`config.mk`:
```
export PLATFORM = sky130hd
export DESIGN_NAME = trace_cmd_decoder
export DESIGN_NICKNAME = d
export VERILOG_FILES = /design/src/rtl/trace_cmd_decoder.sv
export SDC_FILE = /design/constraint.sdc
export NUM_CORES = 1
export LEC_CHECK = 0
export CAP_MARGIN = 20
export CORE_MARGIN = 1
export CORE_UTILIZATION = 53
export CTS_BUF_LIST = sky130_fd_sc_hd__clkbuf_8
export CTS_CLUSTER_SIZE = 12
export DETAILED_ROUTE_END_ITERATION = 16
export GPL_TIMING_DRIVEN = 0
export HOLD_SLACK_MARGIN = 0.03
export MAX_ROUTING_LAYER = met4
export PLACE_DENSITY = 0.82
export SYNTH_ARGS = -nofsm -noshare
export SYNTH_HDL_FRONTEND = slang
export SYNTH_SLANG_ARGS = --single-unit
```
`constraint.sdc`:
```
create_clock -name clk -period 3.7 [get_ports clk]
set_input_delay 1.11 -clock clk [delete_from_list [all_inputs] [get_ports clk]]
set_output_delay 1.11 -clock clk [all_outputs]
set_load 0.01 [all_outputs]
```
`src/rtl/trace_cmd_decoder.sv`:
```
// trace_cmd_decoder
// Checks trace command codes, splits the address into tag / set index / byte
// offset and queues decoded commands in a small FIFO for the cache. Illegal
// codes are dropped, flagged with a one-cycle pulse and counted (saturating).

module trace_cmd_decoder #(
    parameter int DEPTH      = 8,
    parameter int ADDR_W     = 32,
    parameter int SETS       = 16384,
    parameter int LINE_BYTES = 64,
    localparam int IDX_W     = $clog2(SETS),
    localparam int OFF_W     = $clog2(LINE_BYTES),
    localparam int TAG_W     = ADDR_W - IDX_W - OFF_W,
    localparam int LVL_W     = $clog2(DEPTH) + 1
) (
    input  logic              clk,
    input  logic              rst_n,
    input  logic              in_valid,
    output logic              in_ready,
    input  logic [3:0]        in_n,
    input  logic [ADDR_W-1:0] in_addr,
    output logic              out_valid,
    input  logic              out_ready,
    output logic [3:0]        out_n,
    output logic [TAG_W-1:0]  out_tag,
    output logic [IDX_W-1:0]  out_index,
    output logic [OFF_W-1:0]  out_offset,
    output logic              out_snoop,
    output logic              out_ctrl,
    output logic              illegal,
    output logic [15:0]       illegal_cnt,
    output logic [LVL_W-1:0]  level
);

    localparam int               PTR_W     = $clog2(DEPTH);
    localparam logic [LVL_W-1:0] DEPTH_LVL = LVL_W'(DEPTH);

    // Codes 0-6, 8 and 9 are understood by the cache; everything else is dropped.
    function automatic logic is_legal(input logic [3:0] n);
        logic r;
        case (n)
            4'd0, 4'd1, 4'd2, 4'd3, 4'd4, 4'd5, 4'd6, 4'd8, 4'd9: r = 1'b1;
            default:                                              r = 1'b0;
        endcase
        return r;
    endfunction

    // Snoop commands occupy codes 3..6.
    function automatic logic is_snoop(input logic [3:0] n);
        logic r;
        case (n)
            4'd3, 4'd4, 4'd5, 4'd6: r = 1'b1;
            default:                r = 1'b0;
        endcase
        return r;
    endfunction

    // Control commands: 8 = clear, 9 = print.
    function automatic logic is_ctrl(input logic [3:0] n);
        logic r;
        case (n)
            4'd8, 4'd9: r = 1'b1;
            default:    r = 1'b0;
        endcase
        return r;
    endfunction

    // Entry storage (data only; validity is tracked by the pointers and level)
    logic [3:0]        mem_n    [DEPTH];
    logic [ADDR_W-1:0] mem_addr [DEPTH];

    logic [PTR_W-1:0] wr_ptr_q, wr_ptr_d;
    logic [PTR_W-1:0] rd_ptr_q, rd_ptr_d;
    logic [LVL_W-1:0] level_q, level_d;
    logic             illegal_q, illegal_d;
    logic [15:0]      illegal_cnt_q, illegal_cnt_d;

    logic             accept_s;
    logic             legal_s;
    logic             push_s;
    logic             pop_s;
    logic             valid_s;
    logic [3:0]       head_n_s;
    logic [ADDR_W-1:0] head_addr_s;

    // Handshake qualifiers; in_ready depends only on registered occupancy.
    always_comb begin
        valid_s     = (level_q != {LVL_W{1'b0}});
        in_ready    = (level_q != DEPTH_LVL);
        legal_s     = is_legal(in_n);
        accept_s    = in_valid & in_ready;
        push_s      = accept_s & legal_s;
        pop_s       = valid_s & out_ready;
        head_n_s    = mem_n[rd_ptr_q];
        head_addr_s = mem_addr[rd_ptr_q];
    end

    // Next-state for pointers, occupancy and the illegal-command bookkeeping.
    always_comb begin
        wr_ptr_d      = wr_ptr_q;
        rd_ptr_d      = rd_ptr_q;
        level_d       = level_q;
        illegal_d     = accept_s & ~legal_s;
        illegal_cnt_d = illegal_cnt_q;

        if (push_s) begin
            wr_ptr_d = wr_ptr_q + PTR_W'(1);
        end else begin
            wr_ptr_d = wr_ptr_q;
        end

        if (pop_s) begin
            rd_ptr_d = rd_ptr_q + PTR_W'(1);
        end else begin
            rd_ptr_d = rd_ptr_q;
        end

        case ({push_s, pop_s})
            2'b10:   level_d = level_q + LVL_W'(1);
            2'b01:   level_d = level_q - LVL_W'(1);
            default: level_d = level_q;
        endcase

        if (illegal_d && (illegal_cnt_q != 16'hFFFF)) begin
            illegal_cnt_d = illegal_cnt_q + 16'd1;
        end else begin
            illegal_cnt_d = illegal_cnt_q;
        end
    end

    // Control state; an asynchronous reset empties the FIFO and clears the counter.
    always_ff @(posedge clk or negedge rst_n) begin
        if (!rst_n) begin
            wr_ptr_q      <= {PTR_W{1'b0}};
            rd_ptr_q      <= {PTR_W{1'b0}};
            level_q       <= {LVL_W{1'b0}};
            illegal_q     <= 1'b0;
            illegal_cnt_q <= 16'h0000;
        end else begin
            wr_ptr_q      <= wr_ptr_d;
            rd_ptr_q      <= rd_ptr_d;
            level_q       <= level_d;
            illegal_q     <= illegal_d;
            illegal_cnt_q <= illegal_cnt_d;
        end
    end

    // Entry write on a legal accept; the raw address is kept and sliced on read.
    always_ff @(posedge clk) begin
        if (push_s) begin
            mem_n[wr_ptr_q]    <= in_n;
            mem_addr[wr_ptr_q] <= in_addr;
        end
    end

    // Head-entry decode; fields read zero whenever the FIFO is empty so stale
    // storage never leaks out after reset or drain.
    always_comb begin
        out_valid   = valid_s;
        level       = level_q;
        illegal     = illegal_q;
        illegal_cnt = illegal_cnt_q;
        if (valid_s) begin
            out_n      = head_n_s;
            out_tag    = head_addr_s[ADDR_W-1 -: TAG_W];
            out_index  = head_addr_s[OFF_W +: IDX_W];
            out_offset = head_addr_s[OFF_W-1:0];
            out_snoop  = is_snoop(head_n_s);
            out_ctrl   = is_ctrl(head_n_s);
        end else begin
            out_n      = 4'h0;
            out_tag    = {TAG_W{1'b0}};
            out_index  = {IDX_W{1'b0}};
            out_offset = {OFF_W{1'b0}};
            out_snoop  = 1'b0;
            out_ctrl   = 1'b0;
        end
    end

endmodule
```
# Yosys cells after proc, flatten, opt, wreduce, memory -nomap -nowiden
# Memory sizes are Yosys's and may differ from the RTL's.
# Index checks and enable logic that the tools add are counted.
# W data, S select, Z words.
[totals]
ff_bits = 27
latch_bits = 0
ram_bits = 288
romBits = 16
inputBits = 40
out_inout_bits = 61
elab_cells = 44
memories = 3
[classes]
n_addsub = 5
mul = 0
div = 0
order_cmp = 0
n_eq_ne = 10
shifts = 0
muxes = 11
bitwise = 5
reduce_logical = 5
[mem_list]
columns = ["memory", "depth", "width", "rd", "rd_clocked_by_memory_dff", "wr", "line", "rtl"]
rows = [
  ["mem_addr", 8, 32, 1, 0, 1, "70", "logic [ADDR_W-1:0] mem_addr [DEPTH];"],
  ["mem_n", 8, 4, 1, 0, 1, "69", "logic [3:0] mem_n [DEPTH];"],
  ["(name not given)", 16, 1, 1, 0, 0, "41", "case (n)"],
]
[op_table]
columns = ["cell", "count"]
rows = [
  ["$add A16 B1 Y16 const B", 1],
  ["$ne A16 B16 Y1 const B", 1],
  ["$mux W14", 1],
  ["$eq A4 B3 Y1 const B", 3],
  ["$mux W12", 1],
  ["$eq A4 B4 Y1 const B", 2],
  ["$pmux W4 S2", 1],
  ["$add A3 B1 Y3 const B", 2],
  ["$mux W1", 6],
  ["$mux W6", 1],
  ["$add A4 B1 Y4 const B", 1],
  ["$and A1 B1 Y1", 4],
  ["$eq A4 B2 Y1 const B", 1],
  ["$mux W4", 1],
  ["$ne A4 B4 Y1 const B", 1],
  ["$reduce_bool A4 Y1", 1],
  ["$reduce_or A4 Y1", 1],
  ["$sub A4 B1 Y4 const B", 1],
  ["$eq A2 B1 Y1 const B", 1],
  ["$eq A2 B2 Y1 const B", 1],
  ["$reduce_bool A2 Y1", 1],
  ["$reduce_or A2 Y1", 1],
  ["$logic_and A1 B1 Y1", 1],
  ["$not A1 Y1", 1],
]

# Longest topological paths before layout
# Gate-level depths: netlist of run 1.
[depth]
word_depth = 5
depth_mapped = 12
ltp_nobuf = 11

# Worst setup path after synthesis of run 1
# OpenSTA, ideal clock, no wires.
[synth_timing]
kind = "in2reg"
start = "input port in_n[2]"
end = "memory mem_addr[0][0] (enable)"
setup_time_ns = 0.474
arrival_time_ns = 4.506
required_time_ns = 3.226
setup_slack_ns = -1.280
cell_stages = 5
path_buffers = 0
path_cell_list = "a21o_1 > a22oi_1 > nor2b_1 > nand2b_1 > nor3_1"
[synth_between]
elab_chain_len = 4
[synth_lines]
columns = ["element", "line", "rtl"]
rows = [
  ["start, declared", "20", "input logic [3:0] in_n,"],
  ["$mem_v2 Z16 W1", "-", ""],
  ["$and A1 B1 Y1", "92", "push_s = accept_s & legal_s;"],
  ["$mux W1", "150", "if (push_s) begin"],
  ["$mux W1 (not written as such)", "152", "mem_addr[wr_ptr_q] <= in_addr;"],
  ["end, declared", "70", ""],
]
# Every way passes these cells.

# Worst setup path after layout of run 1
[layout_timing]
start = "register rd_ptr_q[1]"
end = "output port out_offset[0]"
[layout_between]
elab_chain_len = 2
[layout_lines]
columns = ["element", "line", "rtl"]
rows = [
  ["start, declared", "73", "logic [PTR_W-1:0] rd_ptr_q, rd_ptr_d;"],
  ["start signal, assigned", "135", "rd_ptr_q <= {PTR_W{1'b0}};"],
  ["start signal, assigned", "141", "rd_ptr_q <= rd_ptr_d;"],
  ["$mem_v2 Z8 W32", "-", ""],
  ["$mux W6", "163", "if (valid_s) begin"],
  ["end, declared", "27", "output logic [OFF_W-1:0] out_offset,"],
]
# Every way passes these cells.

==> results of run 1 <==
-- worst paths after layout --
kind / startpoint / end / slack (ps) / cells past startpoint
setup / recovery: rd_ptr_q[1] / out_offset[0] / 8 / 7
setup reg to reg: level[0] / level[2] / 880 / 12
max in group asynchronous: rst_n / rd_ptr_q[2] / 2400 / 2
min in group asynchronous: rst_n / level[2] / 820 / 1
hold reg to reg: illegal_cnt[4] / illegal_cnt[4] / 530 / 1
hold / removal: illegal_cnt[4] / illegal_cnt[4] / 530 / 1
-- Yosys cell counts, drive strengths merged --
cell	number
mux2i	36
nor2	49
nor4b	2
a22oi	1
edfxtp	288
and4	1
o31ai	2
a21o	1
nand3	3
xor2	12
clkbuf	10
or2	1
nor2b	1
inv	3
dfrtp	27
nor4	2
nand2	15
or3b	1
and2	3
nor3	8
and3	3
a21oi	2
nand2b	3
mux4	72
buf	16
mux2	4
a31oi	1
ha	6
or4b	1
o21ai	2
xnor2	11
nand4	8
-- through the flow --
step                      area [µm²]  setup WS (ps)  hold WS [ps]
after global routing           15500          -77.3           558
after global placement         13800          -2600           472
after floorplan                12400           -318           457
after CTS                      15200          -17.8           528
after detailed placement       14100           -870           515
final                          15500           7.57           534
-- metal layers --
| metal | GRT usage | part of all wire | vias up |
|---|---|---|---|
| met5 | - | 0 | - |
| met4 | 0.0830 | 0.033 | 0 |
| met3 | 0.0443 | 0.075 | 72 |
| met2 | 0.385 | 0.51 | 361 |
| met1 | 0.297 | 0.38 | 3417 |
| li1 | - | - | 2789 |
-- area by class of cell --
cell class | instances | area share
antenna | 1 | 0.000162
buffer | 24 | 0.0197
clock buffer | 49 | 0.0436
clock inverter | 35 | 0.0135
inverter | 3 | 0.000729
multi-input combinational | 252 | 0.195
sequential | 315 | 0.604
tap | 313 | 0.0253
timing repair buffer | 134 | 0.0986
-- worst max-delay path, stage by stage, from the launching register on --
cell and delay (ps):
dfrtp_1 370, buf_4 210, buf_4 230, clkbuf_4 280
mux4_2 330, mux2i_1 170, nor2_1 110, dlygate4sd2_1 310
-- state kept, by name, indices dropped and copies added, names as in the netlist --
register,count
wr_ptr_q,3
rd_ptr_q,3
mem_addr,256
level,4
illegal_cnt,16
mem_n,32
illegal,1
-- power by group through the flow --
| stage | logic (W) | registers [W] | clock network (W) |
|---|---|---|---|
| after floorplan | 0.00228 | 0.00449 | 0 |
| after global placement | 0.00379 | 0.00449 | 0 |
| after detailed placement | 0.00398 | 0.00451 | 0 |
| after CTS | 0.00398 | 0.00447 | 0.00270 |
| after global routing | 0.00463 | 0.00452 | 0.00287 |
| final | 0.00438 | 0.00450 | 0.00270 |
-- timing repair --
item                                   4_1_cts  5_1_grt
setup endpoints to repair                   98      111
gates cloned                                 1        8
endpoints found under the hold margin        0        0
buffers inserted                             7        8
resized for setup                           91       30
pin swaps                                    4        1
hold buffers                                 0        0
-- logic make-up (layout without fill, tap and decap cells) --
group / count (synthesis) / after routing / share of synthesized area
XOR/XNOR: 23 / 23 / 0.0163
AND/OR/NAND/NOR: 101 / 102 / 0.0437
buffers and inverters: 29 / 245 / 0.0118
AO/OA/AOI/OAI: 9 / 9 / 0.00455
multiplexers: 112 / 112 / 0.164
other: 0 / 1 / 0
flip-flops: 315 / 315 / 0.753
adder cells (fa/ha/maj): 6 / 6 / 0.00607
-- cells in the final DEF, fill, tap and decap left out, types with 5 or more instances in the layout --
cell,count
buf_4,19
dfrtp_1,25
nand2_1,13
nor2_1,43
nor2_4,6
clkdlybuf4s15_1,10
inv_1,12
clkbuf_16,8
clkbuf_2,7
dlygate4sd2_1,20
xnor2_1,11
clkbuf_8,49
clkinv_1,13
nand4_1,7
nor3_1,5
buf_16,6
mux4_2,72
clkdlybuf4s50_1,65
ha_1,6
clkinv_2,6
mux2i_2,6
xor2_1,12
edfxtp_1,288
buf_12,12
mux2i_1,30
==> impl_metrics.json, run 1 <==
{
  "status": "finished clean",
  "syn_to_final_growth_pct": 24.9,
  "numPortBuffers": 100,
  "synth_area_leaders": "edfxtp_1, mux4_2, dfrtp_1",
  "multi_input_comb_area_mm2": 0.00301,
  "critPathLaunchType": "flop",
  "place_hpwl_um": 15900,
  "gr-total-overflow": 0,
  "via_per_inst": 5.90,
  "pwr-share-comb": 0.378,
  "gp_congestion": 0.826,
  "period_share": 0.998,
  "finalHoldViolations": 0,
  "postSynthCellCount": 595,
  "wirelength_um": 28800,
  "instances_no_fill": 1126,
  "cts_root_buf": "clkbuf_8",
  "seq_power_share": 0.388,
  "cts_max_level": 2,
  "wl_per_cell_um": 25.6,
  "leakage_nw": 5.39,
  "antenna_found_initial": 1,
  "swShare": 0.316,
  "netlist-cell-type-count": 42,
  "first_iter_violations": 644,
  "core_mm2": 0.0228,
  "post_route_cells_drive_above_1_share": 0.277,
  "grt_pass1_wl_um": 39800,
  "min_period_ps": 3690,
  "ys_warn_count": 0,
  "core.rowCount": 55,
  "cts_tree": "built",
  "grt_max_degree": 26,
  "syn_area_per_cell_um2": 20.8,
  "slew_viol_final": 0,
  "p_switching_w": 0.00365,
  "drcViolationCount": 0,
  "vias": 6639,
  "placed_cells": 1019,
  "clockBufferDepth": 3,
  "synth-seq-area-share": 0.753,
  "io_pins": 101,
  "cts_buffers": 48,
  "dieHeight_um": 155,
  "path_clk_slew_ps": 60,
  "synth_top_cell_by_area": "edfxtp_1",
  "clkSinkCount": 315,
  "maxCapViolations": 0,
  "syn-cell-area_mm2": 0.0124,
  "p_per_area_mw_per_mm2": 749,
  "die_x_um": 155,
  "insertion_delay_ps": 570,
  "fin_nets": 824,
  "route.antenna.remaining_nets": 0,
  "required_ps": 2590,
  "p_clk_frac": 0.233,
  "grt_pass1_vias": 6816,
  "arrival_ps": 2580,
  "ff_latch_area_mm2": 0.00933,
  "start_util": 0.543,
  "p_total_w": 0.0116,
  "endpoint_kind": "output port",
  "max_clock_freq_mhz": 271,
  "setup_viol": 0,
  "grtUsageTotal": 0.235,
  "postLayoutCoreUtil": 0.678,
  "synth_nets": 641,
  "yosysTopAreaCellShare": 0.699,
  "finalClockSkew_ps": 37.1,
  "crit_type": "reg -> out",
  "slew_headroom": 0.455,
  "path_max_fanout": 10,
  "ir_drop_uv": 357,
  "synth_seq_cells": 315,
  "fillers": 1377,
  "hold_class": "reg -> reg",
  "tightest_slew_ps": 817,
  "tns_ps": 0,
  "dieArea_mm2": 0.0240,
  "drtPass1Iterations": 5,
  "p_int_w": 0.00792
}
(Power assumes the default switching activity.)
==> inputs of run 2 (changes only) <==
==> constraint.sdc (replaced) <==
create_clock -name clk -period 3.16 [get_ports clk]
set_input_delay 0.948 -clock clk [delete_from_list [all_inputs] [get_ports clk]]
set_output_delay 0.948 -clock clk [all_outputs]
set_load 0.01 [all_outputs]
==> impl_metrics.json, run 2 (synthesis gave the netlist of run 1 again) <==
{
  "leakage_nw": 5.58,
  "p_total_w": 0.0137,
  "numPortBuffers": 100,
  "largest_reg_flops": 256,
  "dieHeight_um": 155,
  "mostFrequentLayoutCells": "edfxtp_1, mux4_2, clkdlybuf4s50_1",
  "arrival_ps": 2490,
  "gr-total-overflow": 0,
  "slew_headroom": 0.588,
  "grt_pass1_wl_um": 40900,
  "finalHoldViolations": 0,
  "use_met3": 0.0544,
  "place_area_mm2": 0.0141,
  "max_stage_delay_ps": 530,
  "first_iter_violations": 499,
  "fin_nets": 854,
  "whs_ps": 508,
  "path_max_fanout": 6,
  "tightest_slew_ps": 617,
  "largest-register": "mem_addr",
  "hold_start": "wr_ptr_q[2]",
  "mostFrequentLayoutCell": "edfxtp_1",
  "min_period_ps": 3440,
  "cts_root_buf": "clkbuf_8",
  "path_clk_slew_ps": 60,
  "crit_type": "reg -> out",
  "finalClockSkew_ps": 23.1,
  "critPathLaunchType": "flop",
  "grt_pass1_vias": 7037,
  "cts_buffers": 45,
  "via_per_inst": 5.71,
  "stdcell_area_mm2": 0.0157,
  "route.antenna.remaining_nets": 0,
  "die_x_um": 155,
  "crit_slowest_cell": "mux4_2",
  "path_cells": "buf_8 -> buf_6 -> mux4_2 -> mux2i_4 -> nor2_2 -> xor2_1 -> nor3_1 -> buf_2",
  "cts_max_level": 2,
  "wirelength_um": 27700,
  "rsz0062_at_grt": "true",
  "maxCapViolations": 0,
  "p_per_area_mw_per_mm2": 874,
  "hold-path-cell-count": 1,
  "setup_viol": 38,
  "cts_tree": "built",
  "drtPass1Iterations": 5,
  "post_route_cells_drive_above_1_share": 0.356,
  "required_ps": 2210,
  "clockBufferDepth": 3,
  "r2r-end": "level[2]",
  "slew_viol_final": 0,
  "vias": 6621,
  "use_met1": 0.294,
  "wl_per_cell_um": 23.9,
  "ff2ff_setup_slack_ps": 420,
  "grtUsageTotal": 0.242,
  "insertion_delay_ps": 550,
  "grt_busiest_layer": "met2",
  "core.rowCount": 55,
  "clkSinkCount": 315,
  "start_util": 0.543,
  "status": "finished with violations",
  "syn_to_final_growth_pct": 26.8,
  "use_met2": 0.409,
  "setup_slack_ps": -277,
  "dieArea_mm2": 0.0240,
  "gp_congestion": 0.778,
  "rr_worst_depth": 13,
  "endpoint_kind": "output port",
  "antenna_found_initial": 2,
  "grt_max_degree": 25,
  "ir_drop_uv": 630,
  "io_pins": 101,
  "period_share": 1.09,
  "whs_endpoint": "wr_ptr_q[2]",
  "place_hpwl_um": 15400,
  "r2r_start": "level[0]",
  "hold_class": "reg -> reg",
  "violations": "setup timing",
  "core_mm2": 0.0228,
  "drcViolationCount": 0,
  "max_clock_freq_mhz": 291
}
[run 2: changes by cell type in the layout (fill, tap and decap cells not counted), moves of 6 or more]
cell	delta
buf_6	+18
clkbuf_16	-8
clkdlybuf4s15_1	-10
clkdlybuf4s50_1	-6
dlygate4sd2_1	-20
inv_1	+7
buf_2	+38
buf_4	+7
buf_12	+14
[run 2: layout make-up]
type                       instances  area, µm²
sequential                       315       9330
tap                              313        392
clock buffer                      49        674
clock inverter                    35        169
fill                            1322       7080
multi-input combinational        251       3080
buffer                            24        292
antenna                            2       5.00
timing repair buffer             168       1750
inverter                           3       11.3
[run 2: through the flow]
step	TNS, ps	instances	worst slack [ps]	util
finish	-5090	1160	-277	0.689
global route	-8140	1160	-372	0.689
CTS	-6500	1153	-373	0.688
detailed placement	-183880	1019	-1000	0.619
global placement	-438870	1008	-1530	0.607
floorplan	0	595	40.8	-
[run 2: worst max-delay path by stage]
stage	from	end	cells past startpoint
floorplan	in_n[2]	mem_addr[3][0]	5
global placement	in_n[3]	mem_addr[3][15]	6
detailed placement	in_n[2]	mem_addr[4][15]	8
CTS	rd_ptr_q[0]	out_snoop	9
global route	rd_ptr_q[0]	out_snoop	8
finish	rd_ptr_q[0]	out_snoop	8
[run 2: timing repair]
item,in CTS,in global routing
hold buffers,0,0
endpoints found under the setup margin,189,108
cloned,7,0
pin swaps,11,17
setup buffers,44,16
gates resized for setup,236,33
[run 2: report_power, final]
group	switching, W	leakage (nW)	internal, W
clock	0.00146	0.504	0.00151
combinational	0.00254	2.13	0.00294
sequential	0.000288	2.95	0.00498
total	0.00429	5.58	0.00943
[run 2: critical path: cells and delay by family, from the launching register on]
| family | cells | cell delay [ps] |
|---|---|---|
| mux | 2 | 740 |
| simple gates | 2 | 240 |
| xor+xnor | 1 | 140 |
| flops | 1 | 420 |
| buf+inv | 3 | 430 |
[run 2: metal layers]
layer	wire length [µm]	up-vias
li1	-	2849
met1	10500	3411
met2	14600	323
met3	2020	38
met4	520	0
met5	0	-
==> inputs of run 3 (changes only) <==
--- a/config.mk
+++ b/config.mk
@@ -6,8 +6,10 @@
 export NUM_CORES = 1
 export LEC_CHECK = 0
 export CAP_MARGIN = 20
+export CELL_PAD_IN_SITES_DETAIL_PLACEMENT = 0
+export CELL_PAD_IN_SITES_GLOBAL_PLACEMENT = 1
 export CORE_MARGIN = 1
-export CORE_UTILIZATION = 53
+export CORE_UTILIZATION = 47
 export CTS_BUF_LIST = sky130_fd_sc_hd__clkbuf_8
 export CTS_CLUSTER_SIZE = 12
 export DETAILED_ROUTE_END_ITERATION = 16
==> impl_metrics.json, run 3 (synthesis gave the netlist of run 1 again) <==
{
  "status": "finished with violations",
  "violations": "setup timing",
  "clkSinkCount": 315,
  "maxCapViolations": 0,
  "max_clock_freq_mhz": 290,
  "antenna_found_initial": 0,
  "clockBufferDepth": 3,
  "dieHeight_um": 164,
  "drcViolationCount": 0,
  "io_pins": 101,
  "whs_ps": 511,
  "insertion_delay_ps": 570,
  "tightest_slew_ps": 613,
  "path_max_fanout": 4,
  "finalClockSkew_ps": 26.5,
  "stdcell_area_mm2": 0.0161,
  "largest-register": "mem_addr",
  "slew_viol_final": 0,
  "gp_congestion": 0.798,
  "crit_type": "reg -> out",
  "path_clk_slew_ps": 70,
  "period_share": 1.09,
  "drtPass1Iterations": 4,
  "start_util": 0.478,
  "leakage_nw": 5.72,
  "cpMostUsedCell": "buf_6",
  "place_area_mm2": 0.0142,
  "crit_slowest_cell": "mux4_2",
  "largest_reg_flops": 256,
  "p_per_area_mw_per_mm2": 888,
  "via_per_inst": 5.62,
  "min_period_ps": 3450,
  "setup_viol": 36,
  "wl_per_cell_um": 24.1,
  "vias": 6790,
  "required_ps": 2210,
  "grt_max_degree": 23,
  "cts_root_buf": "clkbuf_8",
  "core.rowCount": 59,
  "grt_pass1_wl_um": 43300,
  "route.antenna.remaining_nets": 0,
  "ir_drop_uv": 452,
  "critPathLaunchType": "flop",
  "path_cells": "buf_6 -> buf_6 -> mux4_2 -> mux2_4 -> and2_4 -> and3_1 -> buf_2",
  "cts_buffers": 50,
  "grt_pass1_vias": 7321,
  "syn_to_final_growth_pct": 30.0,
  "endpoint_kind": "output port",
  "cts_tree": "built",
  "gr-total-overflow": 0,
  "first_iter_violations": 508,
  "slew_headroom": 0.590,
  "wirelength_um": 29200,
  "core_mm2": 0.0259,
  "mostFrequentLayoutCells": "edfxtp_1, mux4_2, clkdlybuf4s50_1",
  "dieArea_mm2": 0.0270,
  "rsz0062_at_grt": "true",
  "hold_class": "reg -> reg",
  "finalHoldViolations": 0,
  "die_x_um": 164,
  "placed_cells": 1042,
  "mostFrequentLayoutCell": "edfxtp_1",
  "post_route_cells_drive_above_1_share": 0.378,
  "fin_nets": 879,
  "arrival_ps": 2500,
  "cts_max_level": 2,
  "instances_no_fill": 1209,
  "fillers": 1782,
  "grtUsageTotal": 0.231,
  "numPortBuffers": 100,
  "setup_slack_ps": -291,
  "place_hpwl_um": 15500,
  "max_stage_delay_ps": 500
}
-- run 3: changes by cell type in the layout (fill, tap and decap cells not counted), sizes merged --
| cell | previous run | this run |
|---|---|---|
| clkdlybuf4s15 | 1 | 3 |
| dlymetal6s2s | 3 | 4 |
| nor2 | 49 | 52 |
| clkdlybuf4s50 | 59 | 58 |
| clkinv | 14 | 27 |
| inv | 22 | 14 |
| clkbuf | 59 | 60 |
| bufinv | 1 | 2 |
| buf | 119 | 135 |
| diode | 2 | 1 |
-- run 3: critical path, delay by kind of cell (launching register included) --
family / cells / cell delay (ps)
mux: 2 / 790
flops: 1 / 430
buf+inv: 3 / 420
simple gates: 2 / 300
-- run 3: area by class of cell --
| cell class | instances | area [µm²] | share of cell area |
|---|---|---|---|
| Sequential cell | 315 | 9330 | 0.580 |
| Multi-Input combinational cell | 254 | 3120 | 0.194 |
| Clock inverter | 41 | 226 | 0.0141 |
| Antenna cell | 1 | 2.50 | 0.000156 |
| Tap cell | 335 | 419 | 0.0261 |
| Timing Repair Buffer | 187 | 2000 | 0.124 |
| Clock buffer | 51 | 702 | 0.0436 |
| Buffer | 22 | 275 | 0.0171 |
| Inverter | 3 | 11.3 | 0.000700 |
-- run 3: final timing paths --
check,startpoint,end,slack [ps],cells past startpoint
worst max-delay path,rd_ptr_q[0],out_ctrl,-290,7
worst min-delay path,wr_ptr_q[2],wr_ptr_q[2],510,1
worst max register to register,rd_ptr_q[0],rd_ptr_q[1],20,20
worst min register to register,wr_ptr_q[2],wr_ptr_q[2],510,1
max in group asynchronous,rst_n,rd_ptr_q[2],1830,2
min in group asynchronous,rst_n,level[1],780,1
-- run 3: timing repair --
action	4_1_cts	5_1_grt
buffers inserted	63	13
pin swaps	16	17
hold buffers	0	0
resized for setup	250	35
cloned	11	0
endpoints found under the setup margin	209	66
-- run 3: stage by stage --
| stage | power (W) | util | worst slack (ps) | setup TNS (ps) |
|---|---|---|---|---|
| 2_1_floorplan | 0.00794 | - | 40.8 | 0 |
| 3_3_place_gp | 0.00974 | 0.534 | -1660 | -481820 |
| 3_5_place_dp | 0.00995 | 0.546 | -974 | -189190 |
| 4_1_cts | 0.0143 | 0.621 | -342 | -6580 |
| 5_1_grt | 0.0150 | 0.621 | -380 | -9470 |
| 6_report | 0.0143 | 0.621 | -291 | -6130 |
-- run 3: where the power goes --
part / total, W / switching, W / leakage (nW) / internal [W]
clock network: 0.00324 / 0.00157 / 0.513 / 0.00167
registers: 0.00526 / 0.000277 / 2.94 / 0.00498
logic: 0.00579 / 0.00265 / 2.26 / 0.00313
-- run 3: layer usage --
metal / GRT usage / part of all wire / vias to the layer above
li1: - / - / 2917
met1: 0.285 / 0.39 / 3510
met2: 0.380 / 0.52 / 311
met3: 0.0523 / 0.073 / 52
met4: 0.0732 / 0.020 / 0
met5: - / 0 / -
